File: src/rtl/apb_requester_pkg.sv
// Shared types and helpers for the queued APB4 requester.
//   state_e          : requester FSM state (IDLE=0, SETUP=1, ACCESS=2)
//   timeout_cnt_w()  : width of the ACCESS-phase watchdog counter
// The request/response payload structs live in apb_requester_q itself
// because their field widths follow the ADDR_WIDTH/DATA_WIDTH parameters
// of each instance.
package apb_requester_pkg;

    typedef enum logic [1:0] {
        IDLE   = 2'd0,
        SETUP  = 2'd1,
        ACCESS = 2'd2
    } state_e;

    // The counter only needs to reach TIMEOUT-1; keep at least one bit so the
    // declaration stays legal when the timeout is disabled or equals 1.
    function automatic int timeout_cnt_w(input int timeout);
        return (timeout >= 2) ? $clog2(timeout) : 1;
    endfunction

endpackage

File: src/rtl/apb_requester_q_if.sv
// APB4 bus bundle between the requester and a completer.
//   master : drives paddr, pprot, pnse, psel, penable, pwrite, pwdata, pstrb;
//            samples pready, prdata, pslverr
//   slave  : the mirror image, used by completers and bench models
interface apb_requester_q_if #(
    parameter int ADDR_WIDTH = 32,
    parameter int DATA_WIDTH = 32
);
    logic [ADDR_WIDTH-1:0]   paddr;
    logic [2:0]              pprot;
    logic                    pnse;
    logic                    psel;
    logic                    penable;
    logic                    pwrite;
    logic [DATA_WIDTH-1:0]   pwdata;
    logic [DATA_WIDTH/8-1:0] pstrb;
    logic                    pready;
    logic [DATA_WIDTH-1:0]   prdata;
    logic                    pslverr;

    modport master (
        output paddr, pprot, pnse, psel, penable, pwrite, pwdata, pstrb,
        input  pready, prdata, pslverr
    );

    modport slave (
        input  paddr, pprot, pnse, psel, penable, pwrite, pwdata, pstrb,
        output pready, prdata, pslverr
    );
endinterface

File: src/rtl/apb_sync_fifo.sv
// Generic synchronous FIFO with a registered-pointer, combinational-read
// storage array. Reset flushes the contents by clearing pointers and count.
//   clk, rst : clock, synchronous active-high reset
//   push/din : write when push=1 and not full (push to a full FIFO is ignored)
//   pop/dout : dout shows the head entry; pop=1 and not empty removes it
//   full, empty, count : occupancy status
// DEPTH must be a power of two so the pointers wrap naturally.
module apb_sync_fifo #(
    parameter int WIDTH = 8,
    parameter int DEPTH = 4,
    parameter int CW    = $clog2(DEPTH) + 1
) (
    input  logic             clk,
    input  logic             rst,
    input  logic             push,
    input  logic [WIDTH-1:0] din,
    input  logic             pop,
    output logic [WIDTH-1:0] dout,
    output logic             full,
    output logic             empty,
    output logic [CW-1:0]    count
);
    localparam int AW = $clog2(DEPTH);

    logic [WIDTH-1:0] mem [DEPTH];
    logic [AW-1:0]    wr_ptr;
    logic [AW-1:0]    rd_ptr;
    logic             do_push;
    logic             do_pop;

    assign full    = (count == CW'(DEPTH));
    assign empty   = (count == '0);
    assign do_push = push && !full;
    assign do_pop  = pop && !empty;
    assign dout    = mem[rd_ptr];

    always_ff @(posedge clk) begin
        if (rst) begin
            wr_ptr <= '0;
            rd_ptr <= '0;
            count  <= '0;
        end else begin
            if (do_push) wr_ptr <= wr_ptr + 1'b1;
            if (do_pop)  rd_ptr <= rd_ptr + 1'b1;
            case ({do_push, do_pop})
                2'b10:   count <= count + 1'b1;
                2'b01:   count <= count - 1'b1;
                default: count <= count;
            endcase
        end
    end

    // Storage needs no reset: entries are only visible between the pointers.
    always_ff @(posedge clk) begin
        if (do_push) mem[wr_ptr] <= din;
    end
endmodule

File: src/rtl/apb_requester_q.sv
// Queued APB4 requester. Local requests are buffered in a request FIFO and
// issued as back-to-back APB transfers; results return through a response
// FIFO. An optional ACCESS-phase watchdog aborts transfers to a hung completer.
//
// Ports:
//   pclk, preset       : clock, synchronous active-high reset
//   apb (master)       : APB4 bus, all outputs registered; pprot/pnse tied 0
//   req_*              : request channel {addr, wstrb, wdata}; wstrb==0 is a read
//   rsp_*              : response channel {rdata, slverr, timeout}
//   busy               : FSM active or requests still queued
//   dbg_state          : current FSM state
//
// Handshake: both local channels use valid/ready. A beat transfers on a
// rising edge where valid and ready are both 1. The producer holds valid and
// its payload stable until that edge; ready may be asserted independently of
// valid, and valid never waits on ready.
module apb_requester_q
    import apb_requester_pkg::*;
#(
    parameter int ADDR_WIDTH = 32,
    parameter int DATA_WIDTH = 32,
    parameter int REQ_DEPTH  = 4,
    parameter int RSP_DEPTH  = 4,
    parameter int TIMEOUT    = 256
) (
    input  logic                    pclk,
    input  logic                    preset,
    apb_requester_q_if.master       apb,
    input  logic                    req_valid,
    output logic                    req_ready,
    input  logic [ADDR_WIDTH-1:0]   req_addr,
    input  logic [DATA_WIDTH/8-1:0] req_wstrb,
    input  logic [DATA_WIDTH-1:0]   req_wdata,
    output logic                    rsp_valid,
    input  logic                    rsp_ready,
    output logic [DATA_WIDTH-1:0]   rsp_rdata,
    output logic                    rsp_slverr,
    output logic                    rsp_timeout,
    output logic                    busy,
    output state_e                  dbg_state
);
    localparam int STRB_W = DATA_WIDTH / 8;
    localparam int QCW    = $clog2(REQ_DEPTH) + 1;
    localparam int RCW    = $clog2(RSP_DEPTH) + 1;
    localparam int TO_W   = timeout_cnt_w(TIMEOUT);
    localparam logic [TO_W-1:0] TO_LAST  = (TIMEOUT > 0) ? TO_W'(TIMEOUT - 1) : '0;
    localparam logic [RCW-1:0]  RSP_LAST = RCW'(RSP_DEPTH - 1);

    typedef struct packed {
        logic [ADDR_WIDTH-1:0] addr;
        logic [STRB_W-1:0]     wstrb;
        logic [DATA_WIDTH-1:0] wdata;
    } req_t;

    typedef struct packed {
        logic [DATA_WIDTH-1:0] rdata;
        logic                  slverr;
        logic                  timeout;
    } rsp_t;

    state_e          state;
    logic [TO_W-1:0] to_cnt;

    req_t            req_in;
    req_t            req_head;
    logic            req_push;
    logic            req_pop;
    logic            req_full;
    logic            req_empty;
    logic [QCW-1:0]  req_count;

    rsp_t            rsp_in;
    rsp_t            rsp_head;
    logic            rsp_push;
    logic            rsp_pop;
    logic            rsp_full;
    logic            rsp_empty;
    logic [RCW-1:0]  rsp_count;

    logic            expire;
    logic            done;
    logic            launch_idle;
    logic            launch_acc;
    logic            load;

    // Request side
    assign req_ready = !req_full && !preset;
    assign req_push  = req_valid && req_ready;
    assign req_in    = {req_addr, req_wstrb, req_wdata};

    apb_sync_fifo #(
        .WIDTH ($bits(req_t)),
        .DEPTH (REQ_DEPTH)
    ) u_req_fifo (
        .clk   (pclk),
        .rst   (preset),
        .push  (req_push),
        .din   (req_in),
        .pop   (req_pop),
        .dout  (req_head),
        .full  (req_full),
        .empty (req_empty),
        .count (req_count)
    );

    // pready on the expiry cycle wins: that is a normal completion.
    assign expire = (TIMEOUT > 0) && (state == ACCESS) && !apb.pready && (to_cnt == TO_LAST);
    assign done   = (state == ACCESS) && (apb.pready || expire);

    // Launch credit ignores a same-cycle response pop. From ACCESS the
    // completing transfer's own response also needs a slot, hence DEPTH-1.
    assign launch_idle = (state == IDLE) && !req_empty && !rsp_full;
    assign launch_acc  = done && !req_empty && (rsp_count < RSP_LAST);
    assign load        = launch_idle || launch_acc;
    assign req_pop     = load;

    // Response side
    always_comb begin
        rsp_in = '0;
        if (expire) begin
            rsp_in.slverr  = 1'b1;
            rsp_in.timeout = 1'b1;
        end else begin
            rsp_in.rdata  = apb.pwrite ? '0 : apb.prdata;
            rsp_in.slverr = apb.pslverr;
        end
    end

    assign rsp_push = done;
    assign rsp_pop  = rsp_valid && rsp_ready;

    apb_sync_fifo #(
        .WIDTH ($bits(rsp_t)),
        .DEPTH (RSP_DEPTH)
    ) u_rsp_fifo (
        .clk   (pclk),
        .rst   (preset),
        .push  (rsp_push),
        .din   (rsp_in),
        .pop   (rsp_pop),
        .dout  (rsp_head),
        .full  (rsp_full),
        .empty (rsp_empty),
        .count (rsp_count)
    );

    assign rsp_valid   = !rsp_empty;
    assign rsp_rdata   = rsp_head.rdata;
    assign rsp_slverr  = rsp_head.slverr;
    assign rsp_timeout = rsp_head.timeout;

    assign busy      = (state != IDLE) || (req_count != '0);
    assign dbg_state = state;

    assign apb.pprot = 3'b000;
    assign apb.pnse  = 1'b0;

    // FSM and registered APB outputs. A load (from IDLE or from a completing
    // ACCESS) takes priority and always lands in SETUP with psel held high.
    always_ff @(posedge pclk) begin
        if (preset) begin
            state       <= IDLE;
            to_cnt      <= '0;
            apb.psel    <= 1'b0;
            apb.penable <= 1'b0;
            apb.pwrite  <= 1'b0;
            apb.paddr   <= '0;
            apb.pwdata  <= '0;
            apb.pstrb   <= '0;
        end else if (load) begin
            state       <= SETUP;
            to_cnt      <= '0;
            apb.psel    <= 1'b1;
            apb.penable <= 1'b0;
            apb.paddr   <= req_head.addr;
            apb.pwrite  <= |req_head.wstrb;
            apb.pstrb   <= req_head.wstrb;
            apb.pwdata  <= (|req_head.wstrb) ? req_head.wdata : '0;
        end else begin
            case (state)
                SETUP: begin
                    state       <= ACCESS;
                    apb.penable <= 1'b1;
                end
                ACCESS: begin
                    if (done) begin
                        state       <= IDLE;
                        apb.psel    <= 1'b0;
                        apb.penable <= 1'b0;
                        apb.pwrite  <= 1'b0;
                        apb.paddr   <= '0;
                        apb.pwdata  <= '0;
                        apb.pstrb   <= '0;
                    end else begin
                        to_cnt <= to_cnt + 1'b1;
                    end
                end
                default: ;
            endcase
        end
    end
endmodule
File: src/flat_wrapper.sv
// flat-port wrapper written by rule: the top's interface ports become plain ports
module apb_requester_q_flat import apb_requester_pkg::*;
#(
    parameter int ADDR_WIDTH = 32,
    parameter int DATA_WIDTH = 32,
    parameter int REQ_DEPTH  = 4,
    parameter int RSP_DEPTH  = 4,
    parameter int TIMEOUT    = 256
)
  (pclk, preset, req_valid, req_ready, req_addr, req_wstrb, req_wdata, rsp_valid, rsp_ready, rsp_rdata, rsp_slverr, rsp_timeout, busy, dbg_state, apb_paddr, apb_pprot, apb_pnse, apb_psel, apb_penable, apb_pwrite, apb_pwdata, apb_pstrb, apb_pready, apb_prdata, apb_pslverr);
  apb_requester_q_if #(.ADDR_WIDTH(ADDR_WIDTH), .DATA_WIDTH(DATA_WIDTH)) apb_i ();
  input  logic pclk;
  input  logic preset;
  input  logic req_valid;
  output logic req_ready;
  input  logic [ADDR_WIDTH-1:0] req_addr;
  input  logic [DATA_WIDTH/8-1:0] req_wstrb;
  input  logic [DATA_WIDTH-1:0] req_wdata;
  output logic rsp_valid;
  input  logic rsp_ready;
  output logic [DATA_WIDTH-1:0] rsp_rdata;
  output logic rsp_slverr;
  output logic rsp_timeout;
  output logic busy;
  output state_e dbg_state;
  output wire logic [$bits(apb_i.paddr)-1:0] apb_paddr;
  output wire logic [$bits(apb_i.pprot)-1:0] apb_pprot;
  output wire logic [$bits(apb_i.pnse)-1:0] apb_pnse;
  output wire logic [$bits(apb_i.psel)-1:0] apb_psel;
  output wire logic [$bits(apb_i.penable)-1:0] apb_penable;
  output wire logic [$bits(apb_i.pwrite)-1:0] apb_pwrite;
  output wire logic [$bits(apb_i.pwdata)-1:0] apb_pwdata;
  output wire logic [$bits(apb_i.pstrb)-1:0] apb_pstrb;
  input wire logic [$bits(apb_i.pready)-1:0] apb_pready;
  input wire logic [$bits(apb_i.prdata)-1:0] apb_prdata;
  input wire logic [$bits(apb_i.pslverr)-1:0] apb_pslverr;
  assign apb_paddr = apb_i.paddr;
  assign apb_pprot = apb_i.pprot;
  assign apb_pnse = apb_i.pnse;
  assign apb_psel = apb_i.psel;
  assign apb_penable = apb_i.penable;
  assign apb_pwrite = apb_i.pwrite;
  assign apb_pwdata = apb_i.pwdata;
  assign apb_pstrb = apb_i.pstrb;
  assign apb_i.pready = apb_pready;
  assign apb_i.prdata = apb_prdata;
  assign apb_i.pslverr = apb_pslverr;
  apb_requester_q #(.ADDR_WIDTH(ADDR_WIDTH), .DATA_WIDTH(DATA_WIDTH), .REQ_DEPTH(REQ_DEPTH), .RSP_DEPTH(RSP_DEPTH), .TIMEOUT(TIMEOUT)) u_core (.pclk(pclk), .preset(preset), .apb(apb_i), .req_valid(req_valid), .req_ready(req_ready), .req_addr(req_addr), .req_wstrb(req_wstrb), .req_wdata(req_wdata), .rsp_valid(rsp_valid), .rsp_ready(rsp_ready), .rsp_rdata(rsp_rdata), .rsp_slverr(rsp_slverr), .rsp_timeout(rsp_timeout), .busy(busy), .dbg_state(dbg_state));
endmodule
File: config.mk
export PLATFORM = sky130hd
export DESIGN_NAME = apb_requester_q_flat
export DESIGN_NICKNAME = d
export VERILOG_FILES = /design/src/rtl/apb_requester_pkg.sv /design/src/rtl/apb_requester_q_if.sv /design/src/rtl/apb_sync_fifo.sv /design/src/rtl/apb_requester_q.sv /design/src/flat_wrapper.sv
export SDC_FILE = /design/constraint.sdc
export NUM_CORES = 1
export LEC_CHECK = 0
export CAP_MARGIN = 10
export CORE_ASPECT_RATIO = 1.2
export CORE_MARGIN = 2
export CORE_UTILIZATION = 60
export DETAILED_ROUTE_END_ITERATION = 10
export HOLD_SLACK_MARGIN = 0.12
export PLACE_DENSITY = 0.85
export SLEW_MARGIN = 30
export SYNTH_ARGS = -nofsm -noshare
export SYNTH_HDL_FRONTEND = slang
export SYNTH_HIERARCHICAL = 1
export SYNTH_SLANG_ARGS = --single-unit
File: constraint.sdc
create_clock -name pclk -period 5.45 [get_ports pclk]
set_clock_uncertainty 0.2 [all_clocks]
set_input_delay 0.8175 -clock pclk [delete_from_list [all_inputs] [get_ports pclk]]
set_output_delay 0.8175 -clock pclk [all_outputs]
set_load 0.02 [all_outputs]
# ---- Word level (Yosys, flattened, before mapping)
# Memory sizes are Yosys's and may differ from the RTL's. A register that Yosys moved wholly into a read port is not among the register bits.
# Index checks and enable logic that the tools add are counted.
dict set report classes {
  muxes 30
  eq_ne 11
  n_addsub 9
  n_lt_le_gt_ge 1
  reduce_logical 40
  bitwise 1
}
# op count
set op_table {}
lappend op_table {{32-bit 2-to-1 mux} 7}
lappend op_table {{1-bit logical AND} 14}
lappend op_table {{4-bit 2-to-1 mux} 3}
lappend op_table {{3-bit one-hot mux with 2 select lines} 2}
lappend op_table {{2-bit nonzero test} 6}
lappend op_table {{1-bit 2-to-1 mux} 11}
lappend op_table {{2-bit 2-to-1 mux} 5}
lappend op_table {{2-bit by 1-bit adder with 2-bit output (second input constant)} 4}
lappend op_table {{8-bit by 1-bit adder with 8-bit output (second input constant)} 1}
lappend op_table {{8-bit == test (second input constant)} 1}
lappend op_table {{2-bit AND reduction} 4}
lappend op_table {{3-bit by 1-bit adder with 3-bit output (second input constant)} 2}
lappend op_table {{2-bit by 1-bit == test with 1-bit output (second input constant)} 3}
lappend op_table {{2-bit == test (second input constant)} 3}
lappend op_table {{3-bit == test (second input constant)} 2}
lappend op_table {{1-bit zero test} 6}
lappend op_table {{3-bit zero test} 2}
lappend op_table {{3-bit nonzero test} 2}
lappend op_table {{3-bit by 1-bit subtractor with 3-bit output (second input constant)} 2}
lappend op_table {{2-bit one-hot mux with 2 select lines} 1}
lappend op_table {{4-bit OR reduction} 1}
lappend op_table {{1-bit logical OR} 3}
lappend op_table {{3-bit by 2-bit < comparator with 1-bit output (second input constant)} 1}
lappend op_table {{3-bit by 2-bit != test with 1-bit output (second input constant)} 1}
lappend op_table {{other kinds (5)} 5}
dict set report word_totals {
  input_bits 106
  ff_bits 95
  output_inout_bits 114
  memories 2
  mem_bits_rw 408
  word_cells 109
}
# memory words width read_ports rd_ports_with_merged_regs write_ports line_no
set mem_list {}
lappend mem_list {u_core.u_req_fifo.mem 4 68 1 1 1 apb_sync_fifo.sv:25} ;# logic [WIDTH-1:0] mem [DEPTH];
lappend mem_list {u_core.u_rsp_fifo.mem 4 34 1 1 1 apb_sync_fifo.sv:25}

# ---- Logic depth before layout (Yosys ltp)
# Gate-level depths: netlist (run 1).
dict set report depth {
  depth_word 11
  ltp_mapped 14
  mapped_depth_nobuf 14
}

# ---- Hierarchy
# The synthesis (run 1) kept the hierarchy.
# module seq_area_each_um2 instances area_each_um2 cells_per_inst
set by_module_without_submodules {}
lappend by_module_without_submodules {{apb_sync_fifo (u_core.u_req_fifo)} 8348.0 1 10306.1 410}
lappend by_module_without_submodules {{apb_sync_fifo (u_core.u_rsp_fifo)} 4264.1 1 5442.7 232}
lappend by_module_without_submodules {apb_requester_q 1601.5 1 3057.9 281}

# ---- Least setup slack after synthesis (run 1)
# Ideal clock, no wire load.
dict set report synth_timing {
  path_kind {input to register}
  startpoint {input preset}
  endpoint {memory u_core/u_req_fifo/mem[0][0] (netlist name) (enable)}
  cell_stages 5
  setup_ns 0.433
  path_slack_ns 1.578
  arrival_time_ns 3.239
  n_path_buf 0
  required_ns 4.817
  path_cell_list {nor2_1 > and2_1 > inv_1 > nor2_1 > and2_1}
}
dict set report synth_between {
  elab_chain_len 6
}
# element line_no
set synth_rtl {}
lappend synth_rtl {{start: declaration} flat_wrapper.sv:13} ;# input logic preset;
lappend synth_rtl {{1-bit zero test} apb_requester_q.sv:87} ;# assign req_ready = !req_full && !preset;
lappend synth_rtl {{1-bit logical AND} apb_requester_q.sv:87}
lappend synth_rtl {{1-bit logical AND} apb_requester_q.sv:88} ;# assign req_push = req_valid && req_ready;
lappend synth_rtl {{net u_core.req_push} apb_requester_q.sv:66} ;# logic req_push;
lappend synth_rtl {{1-bit logical AND} apb_sync_fifo.sv:33} ;# assign do_push = push && !full;
lappend synth_rtl {{1-bit 2-to-1 mux} apb_sync_fifo.sv:55} ;# if (do_push) mem[wr_ptr] <= din;
lappend synth_rtl {{1-bit 2-to-1 mux (not written as such)} apb_sync_fifo.sv:55}
lappend synth_rtl {{end: declaration} apb_sync_fifo.sv:25}
# The timed path passes the listed nets, and every way through them passes these cells.

==> impl_metrics.json, run 1 <==
{
  "drcViolationCount": 0,
  "routedWlPerCell_um": 24.2,
  "critPathArrivalTime_ns": 2.84,
  "postSynth.asyncResetShare_pct": 0,
  "cts_tree": "built",
  "regArea_sq_mm": 0.0142,
  "min_period_ns": 3.86,
  "peakVddDrop_mv": 0.389,
  "port_buffers": 215,
  "cts_buffers": 47,
  "synth_cell_types": 54,
  "grt_setup_unrepaired": "no",
  "dpl.hpwl_um": 22900,
  "finalHoldViolations": 0,
  "ys_seq_elements": 506,
  "dieArea_sq_mm": 0.0328,
  "ant_nets": 0,
  "worstMarginPinSlew_ns": 0.956,
  "grt_pass1_vias": 9988,
  "timing.final.ws_setup_ns": 1.59,
  "routed_wl_um": 38600,
  "path_class": "flip-flop to output port",
  "cts_hold_buffers": 0,
  "first_pass_iters": 5,
  "multi_input_area_sq_mm": 0.00417,
  "required_ns": 4.43,
  "grt_max_degree": 70,
  "overflow": 0,
  "track_usage_pct": 23.8,
  "synth_edf_count": 408,
  "dp_cells": 1506,
  "yosysTopAreaCell": "edfxtp_1",
  "vias_per_cell": 6.01,
  "syn2layout_area_growth_pct": 21.6,
  "cts_setup_buffers": 0,
  "cts.clk_slew.worst_paths_ns": 0.06,
  "synth_area_leaders": "edfxtp_1 (65%), mux4_2 (12%), dfxtp_1 (10%)",
  "cts_root_buf": "clkbuf_16",
  "syn_avg_cell_area_sq_um": 20.4,
  "die_w_um": 166,
  "synth_top_area_share_pct": 65.1,
  "slew_headroom_pct": 36.3,
  "post_cts_resized": 0,
  "drv_cap": 0,
  "fin_crit_sh_pct": 70.8,
  "synthCells": 923,
  "layout_common_cells": "edfxtp_1 (408), clkdlybuf4s50_1 (215), mux4_2 (98)",
  "power_leakage_nw": 7.45,
  "synth_top_flop_cell": "edfxtp_1",
  "rows": 71,
  "fin_nets": 1275,
  "gp_congestion": 0.740,
  "dr_total_vias": 9590,
  "status": "finished clean",
  "cp-end-kind": "output port",
  "synth_seq_area_share_pct": 75.6,
  "drive_gt1_share_pct": 17.4,
  "power.density_mw_per_mm2": 444,
  "utilization_pct": 73.5,
  "drt_iter0_markers": 764,
  "dp_slack_ns": 1.26,
  "stdcell_count": 1597,
  "setup_violations": 0,
  "start_util_pct": 60.5,
  "fmax_mhz": 259,
  "layout_commonest_cell": "edfxtp_1",
  "grt_pass1_wl_um": 59000,
  "core_sq_mm": 0.0311,
  "cts_htree_levels": 2,
  "ios": 220,
  "slew_viol_final": 0,
  "antenna_found_initial": 5,
  "hold_path_class": "flip-flop to flip-flop",
  "syn-cell-area_sq_mm": 0.0188,
  "clock_sinks": 506,
  "startpoint_type": "flip-flop",
  "cts_buffer_depth": 3,
  "finalSetupTns_ns": 0,
  "crit_fanout": 19,
  "fillCellCount": 1785,
  "fp.dieH_um": 198,
  "clk_latency_ns": 0.57,
  "yosysWarnings": 6
}
report_power, final:
group          internal [mW]  total (mW)  switching [mW]
combinational          0.946        2.01            1.06
sequential              4.57        4.83           0.258
clock                   1.96        3.31            1.35
final timing paths:
path | startpoint | depth (start not counted) | to | slack (ns)
worst max-delay path | flip-flop | 3 | rsp_rdata[15] | 1.59
worst min-delay path | u_core/apb.paddr[13]$_SDFFE_PP0P_ | 1 | u_core/apb.paddr[13]$_SDFFE_PP0P_ | 0.28
worst max register to register | flip-flop | 5 | u_core/apb.pwdata[4]$_SDFFE_PP0P_ | 2.10
worst min register to register | u_core/apb.paddr[13]$_SDFFE_PP0P_ | 1 | u_core/apb.paddr[13]$_SDFFE_PP0P_ | 0.28
state kept, by name, summed over array words and instances (netlist names), named ones only:
name	cells
u_core/u_req_fifo/mem	272
u_core/u_rsp_fifo/mem	136
u_core/apb.paddr	32
u_core/apb.pwdata	32
u_core/to_cnt	8
u_core/apb.pstrb	4
u_core/u_req_fifo/count	3
u_core/u_rsp_fifo/count	3
u_core/u_req_fifo/rd_ptr	2
u_core/u_req_fifo/wr_ptr	2
u_core/u_rsp_fifo/rd_ptr	2
u_core/u_rsp_fifo/wr_ptr	2
u_core/apb.penable	1
u_core/apb.psel	1
u_core/apb.pwrite	1
u_core/dbg_state	1
synth_stat cells, drive strengths merged, types with 7 or more instances:
cell type	count
nand2	8
edfxtp	408
or3	9
inv	22
o21ai	8
xor2	7
buf	41
a22o	68
a21oi	16
ha	11
nor2	22
mux4	102
dfxtp	98
and2	41
clkbuf	8
logic make-up (layout without fill, tap and decap cells):
group	after synthesis	in the layout	share of synthesized area, %
flip-flops	506	506	75.6
AND/OR/NAND/NOR	115	115	3.71
AO/OA/AOI/OAI	105	105	4.52
multiplexers	105	105	12.5
buffers and inverters	71	338	2.45
adder cells (fa/ha/maj)	13	13	0.945
XOR/XNOR	7	7	0.326
other	1	7	0.0199
per-layer routing:
metal	routed length (um)	part of all wire [%]	global-route usage (%)
met5	30	0.078	0
met1	14400	37	29.1
met2	19800	51	40.4
met4	1220	3.2	9.18
met3	3220	8.3	7.02
metrics by stage:
step	power, mW	hold slack (ns)	cell area, sq um
final	10.2	0.279	22900
after CTS	10.2	0.281	22800
after global routing	10.5	0.304	22900
after detailed placement	6.87	0.263	21200
after global placement	6.80	0.259	21200
after floorplan	6.04	0.259	18800
critical path, stage by stage, from the launching register on:
cell	delay [ns]
dfxtp_2	0.68
buf_4	0.46
mux4_2	0.58
clkdlybuf4s50_1	0.56
final cells by class:
type	instances	share of cell area (%)
flip-flops and latches	506	62.2
multi-input cells	349	18.3
repair buffers	230	10.0
clock buffers	63	5.68
well taps	401	2.19
clock inverters	23	1.24
inverters	22	0.361
diodes	3	0.0328
Note: power is estimated with default switching activity, not from simulation.
==> run 2, diff against run 1 <==
- CORE_UTILIZATION: 60 -> 50
- PLACE_DENSITY: 0.85 -> 0.75
- clock period: 5.45 -> 3.5 ns (I/O delays scaled with it)
==> run 2 against run 1 <==
- first-iteration DRC count decreased by 21%
- sequential share of layout area shrank 0.88 points
- clock-buffer cell count is 6 higher
- sequential power is 54% higher
- design area rose by 1.4%
- highest routed layer unchanged
==> impl_metrics.json, run 2 (synthesis gave the netlist of run 1 again) <==
{
  "cp-end-kind": "output port",
  "regMostFlops": "u_core/u_req_fifo/mem",
  "routed_wl_um": 37200,
  "layout_common_cells": "edfxtp_1 (408), clkdlybuf4s50_1 (215), mux4_2 (98)",
  "fin_crit_sh_pct": 92.7,
  "route.met3.wl_um": 2970,
  "die_w_um": 181,
  "crit_chain": "buf_12 > mux4_1 > clkdlybuf4s50_1",
  "startpoint_type": "flip-flop",
  "top_regs": "u_core/u_req_fifo/mem: 272 flops, u_core/u_rsp_fifo/mem: 136 flops",
  "dr_total_vias": 9367,
  "start_util_pct": 50.8,
  "critPathArrivalTime_ns": 2.52,
  "layout_commonest_cell": "edfxtp_1",
  "power.density_mw_per_mm2": 682,
  "first_pass_iters": 4,
  "crit_fanout": 12,
  "core_sq_mm": 0.0370,
  "worstMarginPinSlew_ns": 0.855,
  "post_cts_resized": 0,
  "cp_slowest_cell": "dfxtp_2",
  "cts_root_buf": "clkbuf_16",
  "finalHoldViolations": 0,
  "min_from": "u_core/apb.pstrb[1]$_SDFFE_PP0P_",
  "fp.dieH_um": 216,
  "antenna_found_initial": 3,
  "slew_viol_final": 0,
  "stdcell_count": 1681,
  "route.met2.wl_um": 19000,
  "vias_per_cell": 5.57,
  "critPathMaxStageDelay_ns": 0.61,
  "ant_nets": 0,
  "grt_setup_unrepaired": "no",
  "cts_buffers": 47,
  "grt_pass1_vias": 10200,
  "syn2layout_area_growth_pct": 23.3,
  "drv_cap": 0,
  "cts_buffer_depth": 3,
  "drt-met1-wl_um": 14400,
  "ios": 220,
  "drive_gt1_share_pct": 18.2,
  "slew_headroom_pct": 43.0,
  "setup_violations": 0,
  "clock_sinks": 506,
  "gp_congestion": 0.756,
  "dp_cells": 1593,
  "grt_max_degree": 46,
  "highest_layer": "met5",
  "finalSetupTns_ns": 0,
  "cts_htree_levels": 2,
  "cts_tree": "built",
  "cts.clk_slew.worst_paths_ns": 0.06,
  "fin_hold_ws_ns": 0.281,
  "regToRegStartpoint": "u_core/to_cnt[0]$_SDFFE_PP0P_",
  "min_period_ns": 3.25,
  "fmax_mhz": 308,
  "clk_latency_ns": 0.57,
  "grt_pass1_wl_um": 58000,
  "drcViolationCount": 0,
  "overflow": 0,
  "power_leakage_nw": 7.54,
  "required_ns": 2.77,
  "cts_setup_buffers": 0,
  "routedWlPerCell_um": 22.1,
  "dpl.hpwl_um": 22600,
  "peakVddDrop_mv": 0.481,
  "track_usage_pct": 19.3,
  "path_class": "flip-flop to output port",
  "cts_hold_buffers": 0,
  "status": "finished clean",
  "dieArea_sq_mm": 0.0392,
  "port_buffers": 215,
  "rows": 77,
  "largest_register_ffs": 272,
  "fin_nets": 1287,
  "hold_path_class": "flip-flop to flip-flop",
  "drt_iter0_markers": 602
}
[run 2: changes by cell type in the layout (fill, tap and decap cells not counted), sizes merged]
| cell | change |
|---|---|
| buf | +12 |
| diode | -2 |
| bufinv | -1 |
| inv | -2 |
| clkinvlp | +1 |
| clkinv | -3 |
| clkbuf | +6 |
[run 2: critical path, delay by kind of cell, from the launching register on]
kind     cells  cell delay (ns)
buf+inv      2             0.77
mux          1             0.57
flops        1             0.61
[run 2: per-stage QoR]
stage                     util (%)  worst slack, ns  power (mW)  area, sq um
after global placement        58.3            0.317        10.7        21600
after floorplan                  -            0.656        9.41        18800
after detailed placement      58.3            0.245        10.8        21600
final                         62.7            0.255        15.8        23200
after CTS                     62.7            0.191        16.0        23200
after global routing          62.7            0.114        16.5        23200
[run 2: layout make-up]
| type | count | area [sq um] |
|---|---|---|
| Timing Repair Buffer | 242 | 2520 |
| Clock inverter | 18 | 231 |
| Fill cell | 2547 | 13800 |
| Inverter | 22 | 82.6 |
| Antenna cell | 1 | 2.50 |
| Clock buffer | 69 | 1370 |
| Tap cell | 474 | 593 |
| Sequential cell | 506 | 14200 |
| Multi-Input combinational cell | 349 | 4170 |
[run 2: power breakdown]
part / internal (mW) / switching, mW / total, mW
registers: 7.12 / 0.300 / 7.42
clock network: 3.09 / 2.10 / 5.19
logic: 1.49 / 1.72 / 3.21
total: 11.7 / 4.12 / 15.8
[run 2: path summary, 6_finish.rpt]
path	depth (start not counted)	endpoint	slack (ns)
setup / recovery	3	rsp_rdata[19]	0.25
hold / removal	1	u_core/apb.pstrb[1]$_SDFFE_PP0P_	0.28
setup reg to reg	13	u_core/u_req_fifo/count[2]$_SDFFE_PP0P_	0.44
hold reg to reg	1	u_core/apb.pstrb[1]$_SDFFE_PP0P_	0.28
[run 2: routing by layer]
layer	vias to the layer above	track usage, %
met4	4	5.56
met3	61	5.93
met2	305	33.3
met1	4777	23.8
met5	-	0
li1	4220	-
==> run 3, diff against run 2 <==
- MAX_ROUTING_LAYER: default -> met4
==> run 3 against run 2 <==
- worst setup slack worse by 0.0013 ns
- sequential power about the same
- fmax barely moved
- via count increased by 0.20%
- die area unchanged
- power hardly changed
==> impl_metrics.json, run 3 (synthesis gave the netlist of run 1 again) <==
{
  "status": "finished clean",
  "cts_htree_levels": 2,
  "cp-end-kind": "output port",
  "slew_headroom_pct": 42.4,
  "cts.clk_slew.worst_paths_ns": 0.06,
  "grt_pass1_wl_um": 58000,
  "grt_pass1_vias": 10200,
  "dieArea_sq_mm": 0.0392,
  "vias_per_cell": 5.58,
  "drv_cap": 0,
  "cts_root_buf": "clkbuf_16",
  "clk_latency_ns": 0.57,
  "critPathArrivalTime_ns": 2.52,
  "slew_viol_final": 0,
  "dpl.hpwl_um": 22600,
  "fin_crit_sh_pct": 92.8,
  "dp_cells": 1593,
  "drive_gt1_share_pct": 18.2,
  "fmax_mhz": 308,
  "stdcell_count": 1683,
  "layout_commonest_cell": "edfxtp_1",
  "finalSetupTns_ns": 0,
  "rrSetupSlack_ns": 0.44,
  "multi_input_area_sq_mm": 0.00417,
  "worstMarginPinSlew_ns": 0.864,
  "regToRegStartpoint": "u_core/to_cnt[0]$_SDFFE_PP0P_",
  "required_ns": 2.77,
  "drcViolationCount": 0,
  "track_usage_pct": 19.9,
  "crit_path_end": "rsp_rdata[19]",
  "fillCellCount": 2549,
  "crit_fanout": 12,
  "dr_total_vias": 9386,
  "cts_tree": "built",
  "ios": 220,
  "regMostFlops": "u_core/u_req_fifo/mem",
  "cts_buffer_depth": 3,
  "finalHoldViolations": 0,
  "top_regs": "u_core/u_req_fifo/mem: 272 flops, u_core/u_rsp_fifo/mem: 136 flops",
  "min_period_ns": 3.25,
  "die_w_um": 181,
  "grt_setup_unrepaired": "no",
  "power_leakage_nw": 7.54,
  "cts_setup_buffers": 0,
  "routedWlPerCell_um": 22.1,
  "post_cts_resized": 0,
  "layout_common_cells": "edfxtp_1 (408), clkdlybuf4s50_1 (215), mux4_2 (98)",
  "startpoint_type": "flip-flop",
  "regArea_sq_mm": 0.0142,
  "drt_iter0_markers": 595,
  "largest_register_ffs": 272,
  "power_mw": 15.8,
  "hold_path_class": "flip-flop to flip-flop",
  "grt_max_degree": 46,
  "port_buffers": 215,
  "first_pass_iters": 5,
  "power.density_mw_per_mm2": 682,
  "gp_congestion": 0.765,
  "cts_buffers": 47,
  "clock_sinks": 506,
  "overflow": 0,
  "cts_hold_buffers": 0,
  "routed_wl_um": 37200,
  "syn2layout_area_growth_pct": 23.3,
  "ant_nets": 0,
  "rows": 77,
  "utilization_pct": 62.7,
  "fin_nets": 1287,
  "setup_violations": 0,
  "peakVddDrop_mv": 0.477,
  "start_util_pct": 50.8,
  "core_sq_mm": 0.0370,
  "r2r_end": "u_core/u_req_fifo/count[2]$_SDFFE_PP0P_",
  "path_class": "flip-flop to output port",
  "antenna_found_initial": 3,
  "r2r_cells": 13,
  "fp.dieH_um": 216
}
-- run 3: power breakdown --
group          switching, mW  total (mW)  internal, mW
clock network           2.11        5.19          3.09
logic                   1.72        3.22          1.49
registers              0.300        7.42          7.12
total                   4.13        15.8          11.7
-- run 3: stage by stage --
step	worst slack (ns)	hold slack [ns]	cell area [sq um]
global route	0.114	0.292	23200
detailed placement	0.245	0.264	21600
finish	0.254	0.281	23200
floorplan	0.656	0.259	18800
CTS	0.191	0.281	23200
global placement	0.317	0.261	21600
-- run 3: how the worst min path moves through the flow --
stage                                                   startpoint  slack, ns                                 end  cells after the start
final                             u_core/apb.pstrb[1]$_SDFFE_PP0P_       0.28    u_core/apb.pstrb[1]$_SDFFE_PP0P_                      1
after detailed placement         u_core/apb.pwdata[8]$_SDFFE_PP0P_       0.26   u_core/apb.pwdata[8]$_SDFFE_PP0P_                      1
after floorplan           u_core/u_req_fifo/rd_ptr[1]$_SDFFE_PP0P_       0.26                           flip-flop                      2
after CTS                         u_core/apb.pstrb[1]$_SDFFE_PP0P_       0.28    u_core/apb.pstrb[1]$_SDFFE_PP0P_                      1
after global placement          u_core/apb.pwdata[28]$_SDFFE_PP0P_       0.26  u_core/apb.pwdata[28]$_SDFFE_PP0P_                      1
after global routing             u_core/apb.paddr[30]$_SDFFE_PP0P_       0.29   u_core/apb.paddr[30]$_SDFFE_PP0P_                      1
-- run 3: layout make-up --
class	count	area share [%]
clock inverter	18	0.998
tap	474	2.56
sequential	506	61.3
timing repair buffer	242	10.9
inverter	22	0.356
multi-input combinational	349	18.0
clock buffer	69	5.91
antenna	3	0.0324
-- run 3: layer usage --
metal | track usage (%) | vias to the layer above | share of wire (%)
met3 | 5.83 | 59 | 7.8
li1 | - | 4221 | -
met5 | - | - | 0
met1 | 23.9 | 4800 | 39
met2 | 33.3 | 306 | 51
met4 | 5.56 | 0 | 2.3
-- run 3: critical path, cell delays in order (launching register included) --
cell             delay (ns)
dfxtp_2                0.61
buf_12                 0.22
mux4_1                 0.57
clkdlybuf4s50_1        0.55
